## src/rtl/pc_sequencer.sv

```systemverilog
// Fetch-stage PC controller: picks sequential fetch, branch redirect, stall or halt
// each cycle, drives the IF/ID flush pulse and keeps a saturating fetch counter.
module pc_sequencer #(
  parameter int              PC_W         = 8,
  parameter logic [PC_W-1:0] START_PC     = 8'h00,
  parameter int              FLUSH_CYCLES = 1,
  parameter int              CNT_W        = 16
) (
  input  logic             clock,
  input  logic             reset_n_i,
  input  logic             start_i,
  input  logic [PC_W-1:0]  pc_i,
  input  logic             stall_i,
  input  logic             branch_taken_i,
  input  logic [PC_W-1:0]  branch_target_i,
  input  logic             halt_i,
  output logic [PC_W-1:0]  newpc_o,
  output logic             pc_we_o,
  output logic             flush_o,
  output logic             halted_o,
  output logic [CNT_W-1:0] fetch_count_o,
  output logic [1:0]       dbg_state_o
);

  typedef enum logic [1:0] {
    IDLE  = 2'd0,
    RUN   = 2'd1,
    FLUSH = 2'd2,
    HALT  = 2'd3
  } state_e;

  // Counter value loaded on a redirect: the redirect cycle itself is the first flush cycle.
  localparam logic [1:0] FLUSH_RELOAD = 2'(FLUSH_CYCLES - 1);

  state_e           state_q, state_d;
  logic [1:0]       flush_cnt_q, flush_cnt_d;
  logic             halted_q, halted_d;
  logic [CNT_W-1:0] fetch_count_q, fetch_count_d;
  logic [PC_W-1:0]  pc_inc;

  assign pc_inc = pc_i + 1'b1;

  // Handshake with the PC register: newpc_o is consumed on every rising edge where
  // pc_we_o=1; there is no back-pressure, so a write is always accepted.
  always_comb begin
    state_d     = state_q;
    flush_cnt_d = flush_cnt_q;
    newpc_o     = pc_i;
    pc_we_o     = 1'b0;
    flush_o     = 1'b0;
    unique case (state_q)
      IDLE, HALT: begin
        if (start_i) begin
          newpc_o = START_PC;
          pc_we_o = 1'b1;
          state_d = RUN;
        end
      end
      RUN: begin
        if (branch_taken_i) begin
          newpc_o = branch_target_i;
          pc_we_o = 1'b1;
          flush_o = 1'b1;
          if (FLUSH_CYCLES > 1) begin
            state_d     = FLUSH;
            flush_cnt_d = FLUSH_RELOAD;
          end
        end else if (halt_i) begin
          state_d = HALT;
        end else if (!stall_i) begin
          newpc_o = pc_inc;
          pc_we_o = 1'b1;
        end
      end
      FLUSH: begin
        flush_o = 1'b1;
        pc_we_o = 1'b1;
        if (branch_taken_i) begin
          newpc_o     = branch_target_i;
          flush_cnt_d = FLUSH_RELOAD;
        end else begin
          newpc_o = pc_inc;
          if (flush_cnt_q == 2'd1) begin
            state_d     = RUN;
            flush_cnt_d = 2'd0;
          end else begin
            flush_cnt_d = flush_cnt_q - 2'd1;
          end
        end
      end
      default: begin
        state_d     = IDLE;
        flush_cnt_d = 2'd0;
      end
    endcase

    halted_d = (state_d == HALT);

    if (pc_we_o && (fetch_count_q != {CNT_W{1'b1}})) begin
      fetch_count_d = fetch_count_q + 1'b1;
    end else begin
      fetch_count_d = fetch_count_q;
    end
  end

  always_ff @(posedge clock or negedge reset_n_i) begin
    if (!reset_n_i) begin
      state_q       <= IDLE;
      flush_cnt_q   <= 2'd0;
      halted_q      <= 1'b0;
      fetch_count_q <= '0;
    end else begin
      state_q       <= state_d;
      flush_cnt_q   <= flush_cnt_d;
      halted_q      <= halted_d;
      fetch_count_q <= fetch_count_d;
    end
  end

  assign halted_o      = halted_q;
  assign fetch_count_o = fetch_count_q;
  assign dbg_state_o   = state_q;

endmodule
```

## config.mk

```make
export PLATFORM = sky130hd
export DESIGN_NAME = pc_sequencer
export DESIGN_NICKNAME = d
export VERILOG_FILES = /design/src/rtl/pc_sequencer.sv
export SDC_FILE = /design/constraint.sdc
export NUM_CORES = 1
export LEC_CHECK = 0
export CAP_MARGIN = 20
export CORE_AREA = 2 2 62 64
export DETAILED_ROUTE_END_ITERATION = 10
export DIE_AREA = 0 0 64 66
export GPL_TIMING_DRIVEN = 0
export PLACE_DENSITY_LB_ADDON = 0.1
export SYNTH_ARGS = -nofsm -noshare
export SYNTH_HDL_FRONTEND = slang
export SYNTH_SLANG_ARGS = --single-unit
export TNS_END_PERCENT = 100
```

## constraint.sdc

```tcl
create_clock -name clock -period 5.3 [get_ports clock]
set_input_delay 0.53 -clock clock [delete_from_list [all_inputs] [get_ports clock]]
set_output_delay 0.53 -clock clock [all_outputs]
set_load 0.01 [all_outputs]
```

# Word level (Yosys, flattened, before mapping)
# Cells that the tools add are included.
[word_totals]
out_inout_bits = 29
wordCells = 37
input_bits = 22
reg_bits = 21
[classes]
n_mux = 21
add_sub_neg = 3
n_reduce_logical = 3
eq_ne = 6
[op_table]
columns = ["operator", "n"]
rows = [
  ["$mux 8", 5],
  ["$pmux 8 s3", 1],
  ["$add 16x1->16 const B", 1],
  ["$ne 16x16->1 const B", 1],
  ["$mux 2", 7],
  ["$add 8x1->8 const B", 1],
  ["$eq 2x2->1 const B", 3],
  ["$pmux 2 s3", 1],
  ["$mux 1", 5],
  ["$eq 2x1->1 const B", 2],
  ["$pmux 1 s3", 1],
  ["$logic_not 2->1", 1],
  ["$pmux 1 s2", 1],
  ["$reduce_or 2->1", 1],
  ["$sub 2x1->2 const B", 1],
  ["$logic_and 1x1->1", 1],
]

# Logic depth before layout (Yosys ltp)
# Gate-level depths: netlist of run 1.
[depth]
word_depth = 5
ltp_mapped = 9

# Worst setup path before layout of run 1
# No wires, ideal clock.
[synth_path]
path_kind = "register -> output"
from = "reg state_q[0] (netlist: dbg_state_o[0])"
to = "out newpc_o[3]"
required_time_ns = 4.770
path_stages_with_launch = 9
arrival_ns = 1.798
path_slack_ns = 2.972
cell_sequence = "dfrtp_1 inv_1 ha_1 clkbuf_1 nor2b_1 clkbuf_1 a21oi_1 a21oi_1 and2_1"
[synth_between]
elab_chain_len = 3
word_cells_on_any_way = 6
cone_classes = "3 x eq/ne; 1 x mux; 2 x reduce/logical"
[synth_rtl]
columns = ["element", "line", "rtl"]
rows = [
  ["start, declared", "35", "state_e state_q, state_d;"],
  ["start signal, assigned", "113", "state_q <= state_d;"],
  ["$eq 2x2->1 / $logic_not 2->1 (equally long branches)", "51", "unique case (state_q)"],
  ["$reduce_or 2->1", "51", ""],
  ["$pmux 8 s3 (*)", "51", ""],
  ["end, declared", "17", "output logic [PC_W-1:0] newpc_o,"],
]
# Mark *: on every way between the ends. The rest lies on a longest branch, timed or not.

# Worst setup path in the final report of run 1
[layout_path]
from = "reg state_q[0] (netlist: dbg_state_o[0])"
to = "out newpc_o[7]"
# The elaborated chain is that of the path after synthesis.

==> flow_metrics.py, run 1 <==
metrics = {
    "synth": {
        "yosysWarnings": 0,
        "syn-num-nets": 205,
        "yosysTopAreaCell": "dfrtp_1",
        "synthTopCellsByArea": "dfrtp_1 34%, a21oi_1 5.5%, nor2_1 4.1%",
        "synth_compound_area_frac": 0.2019,
        "synth_simple_gate_area_frac": 0.2636,
        "synth_adder_area_share": 0.04055,
        "ys_types": 46,
        "ys_async_sr_fraction": 1.000,
        "syn-cell-area_um2": 1543,
        "synth.ff_latch_count": 21,
        "synth_mux_area_frac": 0.02028,
        "synth_top_family_by_area": "simple AND/OR/NAND/NOR gates",
        "ys_seq_area_frac": 0.3406,
        "synth_top_area_frac": 0.3406,
        "synth-edff-count": 0,
        "syn-mean-instance-area_um2": 8.667,
        "synth_xor_area_frac": 0.07867,
        "synth_flop_cell": "dfrtp_1",
        "netlist_instances": 178,
    },
    "power": {
        "p_int_uw": 564.8,
        "power.share.switching": 0.4237,
        "vdd_drop_max_mv": 0.2793,
        "seq_power_share": 0.259,
        "power_density_nw_per_um2": 462.1,
        "switchingPower_uw": 415.3,
        "combinationalPowerShare": 0.664,
        "p_leak_uw": 0.0009180,
        "power.share.clock": 0.077,
    },
    "die": {
        "die_area_um2": 4224,
        "coreArea_um2": 3551,
        "boundaryPins": 51,
        "die_h_um": 66,
        "rows": 22,
        "start_util": 0.4345,
        "die_w_um": 64,
    },
    "clocking": {
        "ctsRootBufferMaster": "clkbuf_4",
        "postCtsSetupBuffers": 0,
        "cts.sinks": 21,
        "cts_buffers": 3,
        "clk_pin_slew_worst_paths_ps": 110,
        "cts_buffer_depth": 2,
        "htree_levels": 1,
        "tritoncts": "done",
        "cts_hold_buf": 0,
        "clk_latency_ps": 300,
        "cts_resized": 0,
    },
    "run_status": {
        "status": "finished clean",
    },
    "hold_path": {
        "hp-class": "reg -> reg",
    },
    "routing": {
        "viasPerCell": 5.513,
        "first_pass_iters": 4,
        "drt_iter0_markers": 82,
        "vias": 1538,
        "drc": 0,
        "routed_wl_mm": 3.878,
        "wl_per_cell_um": 13.90,
        "ant_nets": 0,
    },
    "cells_and_area": {
        "areaGrowthSynthToFinish_pct": 37.47,
        "fill_cells": 313,
        "multi_input_area_um2": 933.4,
        "regArea_um2": 525.5,
        "post-route-util": 0.5973,
        "antenna_cells": 0,
        "final_area_um2": 2121,
        "layout-drive-gt1-share": 0.07359,
        "fin_nets": 259,
    },
    "run": {
        "maxCapViolCount": 0,
    },
    "timing": {
        "final.setup.tns_ps": 0,
        "slew_headroom": 0.3814,
        "setup_viol": 0,
        "layout_min_cycle_time_ps": 3474,
        "max_freq_mhz": 287.8,
        "final-max-slew-violation-count": 0,
        "finalCritPeriodShare": 0.6555,
        "rsz0062_at_grt": "false",
        "clock_skew_ps": 7.309,
        "setup_ws_ps": 1826,
        "worstMarginPinSlew_ps": 925.0,
        "timing.final.hold_violations": 0,
    },
    "global_routing": {
        "antenna_found_initial": 0,
        "grt_pass1_wl_mm": 6.458,
        "grtUsageTotal": 0.1915,
        "grt_max_degree": 22,
        "grt_pass1_vias": 1496,
        "grt.overflow.total": 0,
    },
    "setup_path": {
        "arrival_ps": 2940,
        "critPathKind": "reg -> out",
        "cp_max_fo": 10,
        "cp.required_ps": 4770,
        "r2r_slack_ps": 3100,
        "start_kind": "flip-flop",
        "end_kind": "output port",
    },
    "place": {
        "hpwl_mm": 3.097,
        "post-place-ws_ps": 2022,
        "placed_area_um2": 2093,
        "gp_congestion": 0.8469,
        "port_buffers": 49,
    },
}
placed cells by master (no fill, tap or decap), drive strengths merged, types with 2 or more instances in the layout:
cell type,count
clkdlybuf4s50,49
dfrtp,21
nor2,17
a21oi,17
o21ai,12
nand2,10
inv,9
nand3,9
clkbuf,9
nand4,7
xnor2,7
xor2,6
and3,5
ha,5
and2,4
or3,4
a31oi,4
nand2b,4
buf,3
nor3,3
o211ai,2
o22a,2
a41oi,2
mux2i,2
power by group through the flow:
stage                     combinational, uW  sequential, uW  clock [uW]
after floorplan                         371             263           0
after global placement                  636             254           0
after detailed placement                650             256           0
after CTS                               653             253        79.4
after global routing                    716             261        89.4
final                                   651             254        75.9
synth_stat cells (5+ instances only):
library cell	n
xnor2_1	6
inv_1	9
ha_1	5
a21oi_1	17
and3_1	5
nand2_1	10
nand4_1	7
dfrtp_1	21
nand3_1	8
nor2_1	17
clkbuf_1	6
o21ai_0	11
xor2_1	6
sequential cells by signal (all words and copies together), names as in the netlist:
register and count:
flush_cnt_q 2, halted_o 1, fetch_count_o 16, dbg_state_o 2
critical path, stage by stage (launching register included):
cell,delay (ps)
dfrtp_1,420
inv_1,100
ha_1,170
clkbuf_1,330
nor2_1,130
nor2_1,400
o21ai_0,190
a31oi_1,180
o22a_1,170
clkdlybuf4s50_1,540
logic make-up (layout without fill, tap and decap cells):
logic type | count (synthesis) | count (layout)
AO/OA/AOI/OAI | 49 | 49
AND/OR/NAND/NOR | 69 | 69
flip-flops | 21 | 21
adder cells (fa/ha/maj) | 5 | 5
XOR/XNOR | 13 | 13
buffers and inverters | 18 | 71
multiplexers | 3 | 3
area by class of cell:
type	count	share of cell area
Multi-Input combinational cell	139	0.4401
Sequential cell	21	0.2478
Timing Repair Buffer	49	0.2313
Tap cell	48	0.02832
Buffer	9	0.02360
Inverter	9	0.01593
Clock buffer	3	0.01062
Clock inverter	1	0.002360
routing by layer:
| layer | global-route usage | vias to the layer above | part of all wire | wire [um] |
|---|---|---|---|---|
| met5 | 0 | - | 0 | 0 |
| met4 | 0.04620 | 0 | 0.0046 | 18 |
| met3 | 0.04600 | 2 | 0.051 | 197 |
| met1 | 0.2452 | 740 | 0.46 | 1796 |
| met2 | 0.3242 | 42 | 0.48 | 1865 |
| li1 | - | 754 | - | - |
through the flow:
step	cells	hold slack, ps	total power, uW
after detailed placement	275	488.5	905.8
after global routing	279	523.8	1067
final	279	505.3	980.1
after floorplan	178	234.4	634.8
after global placement	275	468.9	889.9
after CTS	279	504.0	985.2
worst paths after layout:
check                                from                end  cells after the start
hold reg to reg            flush_cnt_q[0]     flush_cnt_q[0]                      1
min in group asynchronous       reset_n_i  fetch_count_o[11]                      1
max in group asynchronous       reset_n_i   fetch_count_o[4]                      1
setup / recovery           dbg_state_o[0]         newpc_o[7]                      9
hold / removal             flush_cnt_q[0]     flush_cnt_q[0]                      1
setup reg to reg           dbg_state_o[0]  fetch_count_o[13]                      9
No activity file was read; power rests on OpenSTA's default activity.
==> inputs of run 2 (changes only) <==
==> constraint.sdc (replaced) <==
create_clock -name clock -period 3.33 [get_ports clock]
set_input_delay 0.333 -clock clock [delete_from_list [all_inputs] [get_ports clock]]
set_output_delay 0.333 -clock clock [all_outputs]
set_load 0.01 [all_outputs]
==> run 2 against run 1 <==
  * Utilization shrank 0.11 points
  * Total power increased by 60%
  * Via count is 0.65% lower
  * Critical path depth decreased by 1
  * Highest routed layer unchanged
==> flow_metrics.py, run 2 (synthesized netlist as in run 1, its figures left out) <==
metrics = {
    "cells_and_area": {
        "final_area_um2": 2117,
        "fin_nets": 257,
        "largest_reg_flops": 16,
        "areaGrowthSynthToFinish_pct": 37.23,
        "final_cell_mix": "49 x clkdlybuf4s50_1, 21 x dfrtp_1, 17 x a21oi_1",
        "layout_commonest_cell": "clkdlybuf4s50_1",
        "antenna_cells": 0,
        "layout-drive-gt1-share": 0.08297,
        "fill_cells": 314,
    },
    "hold_path": {
        "hp-class": "reg -> reg",
    },
    "setup_path": {
        "path_cells": "inv_1, ha_1, nor2_1, nor2_2, o21ai_0, a31oi_1, o22a_1, clkdlybuf4s50_1",
        "crit-reg2reg-launch": "dbg_state_o[0]",
        "cp_max_fo": 11,
        "end_kind": "output port",
        "path_depth": 8,
        "cp.required_ps": 3000,
        "start_kind": "flip-flop",
        "r2r_slack_ps": 1200,
        "cpMaxStageDelayCell": "clkdlybuf4s50_1",
        "reg2regPathDepth": 8,
        "endpoint": "newpc_o[7]",
        "crit_path_max_incr_delay_ps": 540,
        "r2r-end": "fetch_count_o[13]",
        "arrival_ps": 2680,
        "critPathKind": "reg -> out",
        "critPathBufInv": 2,
        "cp_top_family": "buffers and inverters",
        "critPathLaunch": "dbg_state_o[0]",
    },
    "run_status": {
        "status": "finished clean",
    },
    "routing": {
        "drt_iter0_markers": 93,
        "vias": 1528,
        "viasPerCell": 5.516,
        "wl_per_cell_um": 13.96,
        "first_pass_iters": 4,
        "routed_wl_mm": 3.867,
        "ant_nets": 0,
        "drc": 0,
    },
    "die": {
        "die_h_um": 66,
        "coreArea_um2": 3551,
        "die_w_um": 64,
        "rows": 22,
        "start_util": 0.4345,
        "boundaryPins": 51,
        "die_area_um2": 4224,
    },
    "run": {
        "maxCapViolCount": 0,
    },
    "timing": {
        "hold-worst-slack_ps": 503.0,
        "setup_viol": 0,
        "slew_headroom": 0.3851,
        "rsz0062_at_grt": "false",
        "final.setup.tns_ps": 0,
        "clock_skew_ps": 7.016,
        "worstMarginPinSlew_ps": 919.4,
        "layout_min_cycle_time_ps": 3013,
        "finalCritPeriodShare": 0.9049,
        "timing.final.hold_violations": 0,
        "final-max-slew-violation-count": 0,
        "max_freq_mhz": 331.9,
    },
    "clocking": {
        "cts.sinks": 21,
        "cts_resized": 0,
        "clk_latency_ps": 300,
        "postCtsSetupBuffers": 0,
        "clk_pin_slew_worst_paths_ps": 110,
        "htree_levels": 1,
        "ctsRootBufferMaster": "clkbuf_4",
        "cts_buffers": 3,
        "tritoncts": "done",
        "cts_hold_buf": 0,
        "cts_buffer_depth": 2,
    },
    "global_routing": {
        "grtUsageTotal": 0.1915,
        "antenna_found_initial": 0,
        "grt_pass1_vias": 1496,
        "grt_max_degree": 22,
        "grt.overflow.total": 0,
        "grt_pass1_wl_mm": 6.458,
    },
    "place": {
        "port_buffers": 49,
        "gp_congestion": 0.8469,
        "hpwl_mm": 3.097,
        "placed_area_um2": 2093,
    },
    "power": {
        "vdd_drop_max_mv": 0.4425,
        "power_density_nw_per_um2": 739.7,
        "total_power_uw": 1566,
        "p_leak_uw": 0.0009188,
    },
}
## run 2: cell count changes in the layout (fill, tap and decap cells not counted)
cell      change
clkbuf_1      -3
clkbuf_2      +1
nor2_1        -1
nor2_2        +1
## run 2: through the flow
step / instances / utilization / worst slack [ps]
finish: 277 / 0.5962 / 316.6
global route: 277 / 0.5962 / 94.74
CTS: 279 / 0.5973 / 71.89
detailed placement: 275 / 0.5895 / 439.5
global placement: 275 / 0.5895 / 477.5
floorplan: 178 / - / 1199
## run 2: area by class of cell
cell class                 count  area (um^2)  share of cell area
clock inverter                 1        5.005            0.002364
inverter                       9        33.78             0.01596
sequential                    21        525.5              0.2482
tap                           48        60.06             0.02837
timing repair buffer          49        490.5              0.2317
clock buffer                   3        22.52             0.01064
multi-input combinational    139        935.9              0.4421
buffer                         7        43.79             0.02069
## run 2: worst min-delay path by stage
| stage | start | end | cells past startpoint |
|---|---|---|---|
| 3_3_place_gp | flush_cnt_q[0] | flush_cnt_q[0] | 1 |
| 3_5_place_dp | flush_cnt_q[0] | flush_cnt_q[0] | 1 |
| 5_1_grt | flush_cnt_q[0] | flush_cnt_q[0] | 1 |
| 4_1_cts | flush_cnt_q[0] | flush_cnt_q[0] | 1 |
| 6_report | flush_cnt_q[0] | flush_cnt_q[0] | 1 |
| 2_1_floorplan | reset_n_i | dbg_state_o[0] | 0 |
## run 2: per-layer routing
metal	up-vias	share of wire	track usage	wire, um
met5	-	0	0	0
met1	722	0.46	0.2452	1761
met3	2	0.061	0.04600	235
met2	52	0.48	0.3242	1852
met4	0	0.0047	0.04620	18
li1	752	-	-	-
## run 2: where the power goes
part	internal (uW)	switching, uW	leakage [uW]
registers	327	76.6	0.000267
clock network	44.8	75.9	0.0000177
logic	531	511	0.000634
==> inputs of run 3 (changes only) <==
--- a/config.mk
+++ b/config.mk
@@ -6,9 +6,9 @@
 export NUM_CORES = 1
 export LEC_CHECK = 0
 export CAP_MARGIN = 20
-export CORE_AREA = 2 2 62 64
+export CORE_AREA = 8 8 68 70
 export DETAILED_ROUTE_END_ITERATION = 10
-export DIE_AREA = 0 0 64 66
+export DIE_AREA = 0 0 76 78
 export GPL_TIMING_DRIVEN = 0
 export PLACE_DENSITY_LB_ADDON = 0.1
 export SYNTH_ARGS = -nofsm -noshare
==> run 3 against run 2 <==
  * Register-to-register slack got worse by 90 ps
  * Fmax fell by 2.9%
  * Clock power about the same
  * Cell area increased by 1.5%
  * Utilization is 0.88 points higher
  * Clock-buffer cell count did not move
  * Die area grew 40%
  * Clock skew increased by 8.7 ps
  * First-iteration DRC count shrank 14%
==> flow_metrics.py, run 3 (synthesized netlist as in run 1, its figures left out) <==
metrics = {
    "cells_and_area": {
        "final_area_um2": 2148,
        "finalNonFillerCells": 279,
        "fin_nets": 259,
        "final_cell_mix": "49 x clkdlybuf4s50_1, 21 x dfrtp_1, 17 x a21oi_1",
        "antenna_cells": 0,
        "layout-drive-gt1-share": 0.08658,
        "areaGrowthSynthToFinish_pct": 39.25,
        "fill_cells": 317,
        "layout_commonest_cell": "clkdlybuf4s50_1",
        "post-route-util": 0.6050,
        "largest_reg_flops": 16,
    },
    "run_status": {
        "status": "finished clean",
    },
    "clocking": {
        "ctsRootBufferMaster": "clkbuf_4",
        "htree_levels": 1,
        "clk_pin_slew_worst_paths_ps": 120,
        "cts_buffers": 3,
        "cts.sinks": 21,
        "clk_latency_ps": 310,
        "tritoncts": "done",
        "cts_buffer_depth": 2,
    },
    "global_routing": {
        "grt_pass1_vias": 1579,
        "antenna_found_initial": 0,
        "grtUsageTotal": 0.1402,
        "grt.overflow.total": 0,
        "grt_max_degree": 22,
        "grt_pass1_wl_mm": 7.162,
    },
    "place": {
        "port_buffers": 49,
        "gp_congestion": 0.8359,
        "placed_area_um2": 2093,
        "hpwl_mm": 3.348,
        "dp_cells": 275,
        "post-place-ws_ps": 398.1,
    },
    "die": {
        "die_area_um2": 5928,
        "die_w_um": 76,
        "start_util": 0.4345,
        "coreArea_um2": 3551,
        "rows": 22,
        "die_h_um": 78,
        "boundaryPins": 51,
    },
    "setup_path": {
        "end_kind": "output port",
        "path_cells": "inv_1, ha_1, clkbuf_1, nor2b_1, clkbuf_2, a21oi_1, a21oi_1, and2_1, clkdlybuf4s50_1",
        "cpMaxStageDelayCell": "clkdlybuf4s50_1",
        "cp_max_fo": 10,
        "path_common_cell": "a21oi_1",
        "crit_path_max_incr_delay_ps": 530,
        "critPathKind": "reg -> out",
        "cp.required_ps": 3000,
        "arrival_ps": 2770,
        "start_kind": "flip-flop",
    },
    "routing": {
        "drc": 0,
        "wl_per_cell_um": 15.08,
        "first_pass_iters": 4,
        "routed_wl_mm": 4.208,
        "viasPerCell": 5.563,
        "drt_iter0_markers": 80,
        "vias": 1552,
        "ant_nets": 0,
    },
    "timing": {
        "rsz0062_at_grt": "false",
        "setup_viol": 0,
        "final-max-slew-violation-count": 0,
        "setup_ws_ps": 225.4,
        "timing.final.hold_violations": 0,
        "slew_headroom": 0.6911,
        "worstMarginPinSlew_ps": 463.4,
        "layout_min_cycle_time_ps": 3105,
        "final.setup.tns_ps": 0,
        "finalCritPeriodShare": 0.9323,
        "clock_skew_ps": 15.68,
        "max_freq_mhz": 322.1,
    },
    "power": {
        "power_density_nw_per_um2": 736.0,
        "vdd_drop_max_mv": 0.4859,
        "p_leak_uw": 0.0009327,
    },
    "run": {
        "maxCapViolCount": 0,
    },
    "hold_path": {
        "hp-class": "in -> async",
    },
}
[run 3: what timing repair did]
item,CTS,global route
buffers inserted,0,0
hold buffers,0,0
gates resized for setup,0,3
endpoints found under the setup margin,0,6
hold endpoints to repair,0,0
[run 3: final timing paths]
check	end	cells after the start	from	slack (ps)
setup / recovery	newpc_o[3]	9	dbg_state_o[0]	230
hold / removal	fetch_count_o[12]	1	reset_n_i	210
setup reg to reg	fetch_count_o[13]	9	dbg_state_o[0]	1110
hold reg to reg	flush_cnt_q[0]	1	flush_cnt_q[0]	490
max in group asynchronous	fetch_count_o[2]	2	reset_n_i	2750
min in group clock	flush_cnt_q[0]	1	flush_cnt_q[0]	490
[run 3: layout make-up]
class / count / area [um^2] / area share
multi-input cells: 139 / 935.9 / 0.4356
flip-flops and latches: 21 / 525.5 / 0.2446
repair buffers: 50 / 518.0 / 0.2411
well taps: 48 / 60.06 / 0.02796
plain buffers: 8 / 47.55 / 0.02213
inverters: 9 / 33.78 / 0.01573
clock buffers: 3 / 22.52 / 0.01048
clock inverters: 1 / 5.005 / 0.002330
[run 3: layer usage]
metal,up-vias,track usage,part of all wire
li1,750,-,-
met1,750,0.1705,0.44
met2,47,0.2279,0.48
met3,5,0.05300,0.080
met4,0,0.03333,0.0038
met5,-,0,0
[run 3: critical path: cells and delay by family, from the launching register on]
family	cells	cell delay, ps
buf+inv	4	1210
flops	1	410
compound gates	2	240
simple gates	2	310
fa+ha+maj	1	300
[run 3: power breakdown]
part	switching, uW	internal [uW]	total (uW)
Sequential	78.7	327	406
Combinational	518	535	1050
Clock	78.3	44.9	123
Total	675	906	1580
[run 3: stage by stage]
stage,hold WS (ps),power (uW)
after floorplan,37.41,1010
final,209.1,1581
after detailed placement,476.5,1451
after CTS,492.2,1585
after global routing,185.0,1714
after global placement,468.9,1428
==> edit 1, RTL diff (settings of run 2) <==
Make the reset (`reset_n_i`) synchronous in one clocked block.
--- a/src/rtl/pc_sequencer.sv
+++ b/src/rtl/pc_sequencer.sv
@@ -104,5 +104,5 @@
   end
 
-  always_ff @(posedge clock or negedge reset_n_i) begin
+  always_ff @(posedge clock) begin
     if (!reset_n_i) begin
       state_q       <= IDLE;
Behaviour: differs if reset_n_i is asserted again (counterexample within 4 cycles, from zero or initial values and one cycle with reset_n_i low); with reset_n_i held inactive, the same outputs for 10 cycles.
==> edit 1 against run 2 <==
  * Critical path depth unchanged
  * Routed wire length up 7.7%
  * Synthesized area up 2.4%
  * Sequential share of layout area down 5.4 points
  * Sequential cell count unchanged
  * Total power down 35%
  * Clock skew up 5.1 ps
  * Sequential power down 23%
  * Setup slack worse by 140 ps
  * Cell area up 2.4%
  * Critical endpoint is now newpc_o[1]
  * Largest power group unchanged
==> edit 1: results <==
{
  "min_path_type": "flip-flop to flip-flop",
  "worst_slew_pin_slew_ps": 524,
  "clk_path_buf_depth": 2,
  "critical_path.slowest_cell": "clkdlybuf4s50_1",
  "path_delay_family": "buffers and inverters",
  "synth_flop_cell": "dfxtp_1",
  "power_leakage_uw": 0.000783,
  "yosysWarnings": 0,
  "grt_max_degree": 13,
  "path_max_fanout": 10,
  "cts_resized": 0,
  "dp_hpwl_um": 3190,
  "cts_made_buffers": 3,
  "cts_post_setup_buffers_inserted": 0,
  "synth_area_leaders": "dfxtp_1 27%, a21oi_1 6.3%, nor2_1 4.8%, nand2_1 4.5%, xnor2_1 4.4%",
  "clk_pin_slew_ps": 110,
  "ctsRootBufferMaster": "clkbuf_4",
  "n_antenna_cell": 0,
  "num-fill-cells": 345,
  "dr.pass1.iters": 5,
  "nets": 296,
  "peakVddDrop_mv": 0.389,
  "crit_arrival_ps": 2820,
  "gr-usage-all-layers_pct": 20.1,
  "async_flop_share_pct": 0,
  "drive_gt1_share_pct": 4.48,
  "ys_types": 45,
  "synth-seq-area-share_pct": 26.6,
  "numPortBuffers": 50,
  "synth_fp_nets": 241,
  "synth_edf_count": 0,
  "grt_pass1_vias": 1538,
  "routed_wl_um": 4160,
  "status": "finished clean",
  "grt_pass1_wl_um": 6960,
  "fin_skew_ps": 12.1,
  "htreeDepth": 1,
  "clkLatencyLatePin_ps": 310,
  "grt_antenna_before_repair": 0,
  "gp_congestion": 0.796,
  "via_per_inst": 5.49,
  "max_stage_delay_ps": 610,
  "drt_iter0_markers": 152,
  "largest_register_ff_count": 16,
  "synthTopCellsByCount": "21 x dfxtp_1, 20 x a21oi_1, 20 x nor2_1"
}
## edit 1: cell count changes after synthesis, moves of 5 or more
| cell | change |
|---|---|
| nand2b_1 | +6 |
| xor2_1 | -6 |
| nand2_1 | +9 |
| dfrtp_1 | -21 |
| nand3_1 | +5 |
| dfxtp_1 | +21 |
## edit 1: worst paths after layout
path	startpoint	end	slack, ps	depth (start not counted)
worst min-delay path	flush_cnt_q[1]	flush_cnt_q[1]	480	2
worst max register to register	dbg_state_o[0]	fetch_count_o[15]	1090	7
worst max-delay path	branch_taken_i	newpc_o[1]	180	8
worst min register to register	flush_cnt_q[1]	flush_cnt_q[1]	480	2
## edit 1: cell type report
class	instances	area, um2	share of cell area (%)
multi-input combinational	173	1080	49.7
timing repair buffer	50	500	23.1
sequential	21	420	19.4
tap	48	60.1	2.77
buffer	10	45.0	2.08
inverter	10	37.5	1.73
clock buffer	3	22.5	1.04
clock inverter	1	5.00	0.231
## edit 1: cell families after synthesis
family | synth area share [%]
AO/OA/AOI/OAI | 23.4
XOR/XNOR | 4.43
adder cells (fa/ha/maj) | 3.96
buffers and inverters | 5.23
flip-flops | 26.6
multiplexers | 4.59
AND/OR/NAND/NOR | 31.8
## edit 1: tightest hold or removal path, stage by stage, from the launching register on
cell	delay, ps
dfxtp_1	330
nand2b_1	60
a21oi_1	60
## edit 1: layer usage
layer  part of all wire, %  vias to the layer above  global-route usage, %
met5                     0                        -                      0
met4                  0.29                        0                   4.08
met3                   5.7                        2                   3.58
met2                    46                       50                   32.6
met1                    48                      798                   28.0
li1                      -                      885                      -
## edit 1: report_power, final
group / total [uW] / switching, uW / internal, uW
registers: 310 / 27.1 / 283
logic: 585 / 301 / 284
clock network: 123 / 78.1 / 44.8
## edit 1: stage by stage
stage               instances  worst slack [ps]  area (um2)  hold slack [ps]
finish                    316               176        2170              482
global route              316              25.1        2170              518
CTS                       316               159        2170              484
detailed placement        312               185        2140              467
global placement          312               186        2140              458
floorplan                 214              1230        1580              446
==> edit 2, RTL diff (config.mk and constraints of run 2) <==
Made on the original files. Change the parameter `PC_W` from 8 to 10.
--- a/src/rtl/pc_sequencer.sv
+++ b/src/rtl/pc_sequencer.sv
@@ -2,5 +2,5 @@
 // each cycle, drives the IF/ID flush pulse and keeps a saturating fetch counter.
 module pc_sequencer #(
-  parameter int              PC_W         = 8,
+  parameter int              PC_W         = 10,
   parameter logic [PC_W-1:0] START_PC     = 8'h00,
   parameter int              FLUSH_CYCLES = 1,
Ports: changed (resized branch_target_i, newpc_o and pc_i); port bits go from 51 to 57. No check against the original RTL was run, so the function may have changed too.
==> edit 2 against run 2 <==
  * Cell area grew 6.4%
  * Via count grew 10%
  * Total power shrank 2.3%
  * Synthesized area grew 4.5%
  * Routed wire length grew 5.1%
  * Setup slack lost 140 ps
  * Sequential cell count is the same
  * Non-clock buffer count grew 7
  * Critical path type unchanged
  * Critical endpoint is now newpc_o[8]
==> edit 2: results <==
{
  "status": "finished clean",
  "post_dp_cell_area_um2": 2220,
  "switching_share_pct": 41.8,
  "syn_avg_cell_area_um2": 8.06,
  "grt_pass1_wl_um": 7080,
  "peakVddDrop_mv": 0.325,
  "pwr-share-seq_pct": 25.5,
  "gp_congestion": 0.951,
  "wl_per_cell_um": 13.2,
  "path_max_fanout": 10,
  "power_leakage_uw": 0.000938,
  "drive_gt1_share_pct": 5.79,
  "fin_skew_ps": 7.03,
  "via_per_inst": 5.50,
  "crit_arrival_ps": 2820,
  "synth-seq-area-share_pct": 32.6,
  "cts_made_buffers": 3,
  "hp-start": "fetch_count_o[13]",
  "drt_iter0_markers": 101,
  "clk_pin_slew_ps": 120,
  "synth_area_leaders": "dfrtp_1 33%, xnor2_1 6.0%, nand2_1 5.6%, o21ai_0 4.3%, nor2_1 4.0%",
  "grt_pass1_vias": 1613,
  "crit_start": "dbg_state_o[0]",
  "dr.pass1.iters": 4,
  "synthTopCellsByCount": "24 x nand2_1, 21 x dfrtp_1, 17 x nor2_1",
  "instances_no_fill": 307,
  "critical_path.slowest_cell": "clkdlybuf4s50_1",
  "nets": 291,
  "max_stage_delay_ps": 560,
  "ys_types": 46,
  "post-place-cells": 303,
  "gr-usage-all-layers_pct": 20.7,
  "pwr-share-comb_pct": 66.8,
  "synth_flop_cell": "dfrtp_1",
  "worst_slew_pin_slew_ps": 913,
  "dp_hpwl_um": 3200,
  "yosysWarnings": 0,
  "numPortBuffers": 55,
  "clkLatencyLatePin_ps": 290,
  "async_flop_share_pct": 100,
  "synth_fp_nets": 231
}
## edit 2: area by class of cell
class                      instances  area, um2
buffer                             8       40.0
tap                               48       60.1
sequential                        21        526
clock inverter                     1       5.00
fill                             312       1300
multi-input combinational        161       1010
clock buffer                       3       22.5
timing repair buffer              55        551
inverter                          10       37.5
## edit 2: path summary, 6_finish.rpt
| check | endpoint | slack [ps] | cells past startpoint |
|---|---|---|---|
| worst max-delay path | newpc_o[8] | 170 | 9 |
| worst min-delay path | fetch_count_o[13] | 490 | 1 |
| worst max register to register | fetch_count_o[8] | 1220 | 7 |
| worst min register to register | fetch_count_o[13] | 490 | 1 |
| max in group asynchronous | fetch_count_o[13] | 2230 | 1 |
| min in group asynchronous | fetch_count_o[11] | 540 | 1 |
## edit 2: per-layer routing
layer	track usage, %	part of all wire [%]
met3	1.87	3.1
met2	36.3	52
met1	25.8	45
met5	0	0
met4	9.24	0
## edit 2: through the flow
stage,setup WS [ps],util [%],hold slack [ps],total power [uW]
5_1_grt,5.28,63.4,515,1670
4_1_cts,161,63.4,496,1540
2_1_floorplan,1180,-,37.4,976
6_report,175,63.4,493,1530
3_3_place_gp,251,62.6,472,1410
3_5_place_dp,294,62.6,477,1420
## edit 2: cells by family (layout without fill, tap and decap cells)
| kind of cell | after synthesis | count (layout) | share of synthesized area, % |
|---|---|---|---|
| multiplexers | 2 | 2 | 1.32 |
| flip-flops | 21 | 21 | 32.6 |
| buffers and inverters | 18 | 77 | 4.81 |
| AO/OA/AOI/OAI | 53 | 53 | 21.7 |
| XOR/XNOR | 18 | 18 | 9.78 |
| adder cells (fa/ha/maj) | 5 | 5 | 3.88 |
| AND/OR/NAND/NOR | 83 | 83 | 25.9 |
## edit 2: repair_timing
item,4_1_cts,5_1_grt
setup buffers,0,0
resized for setup,0,1
endpoints found under the setup margin,0,3
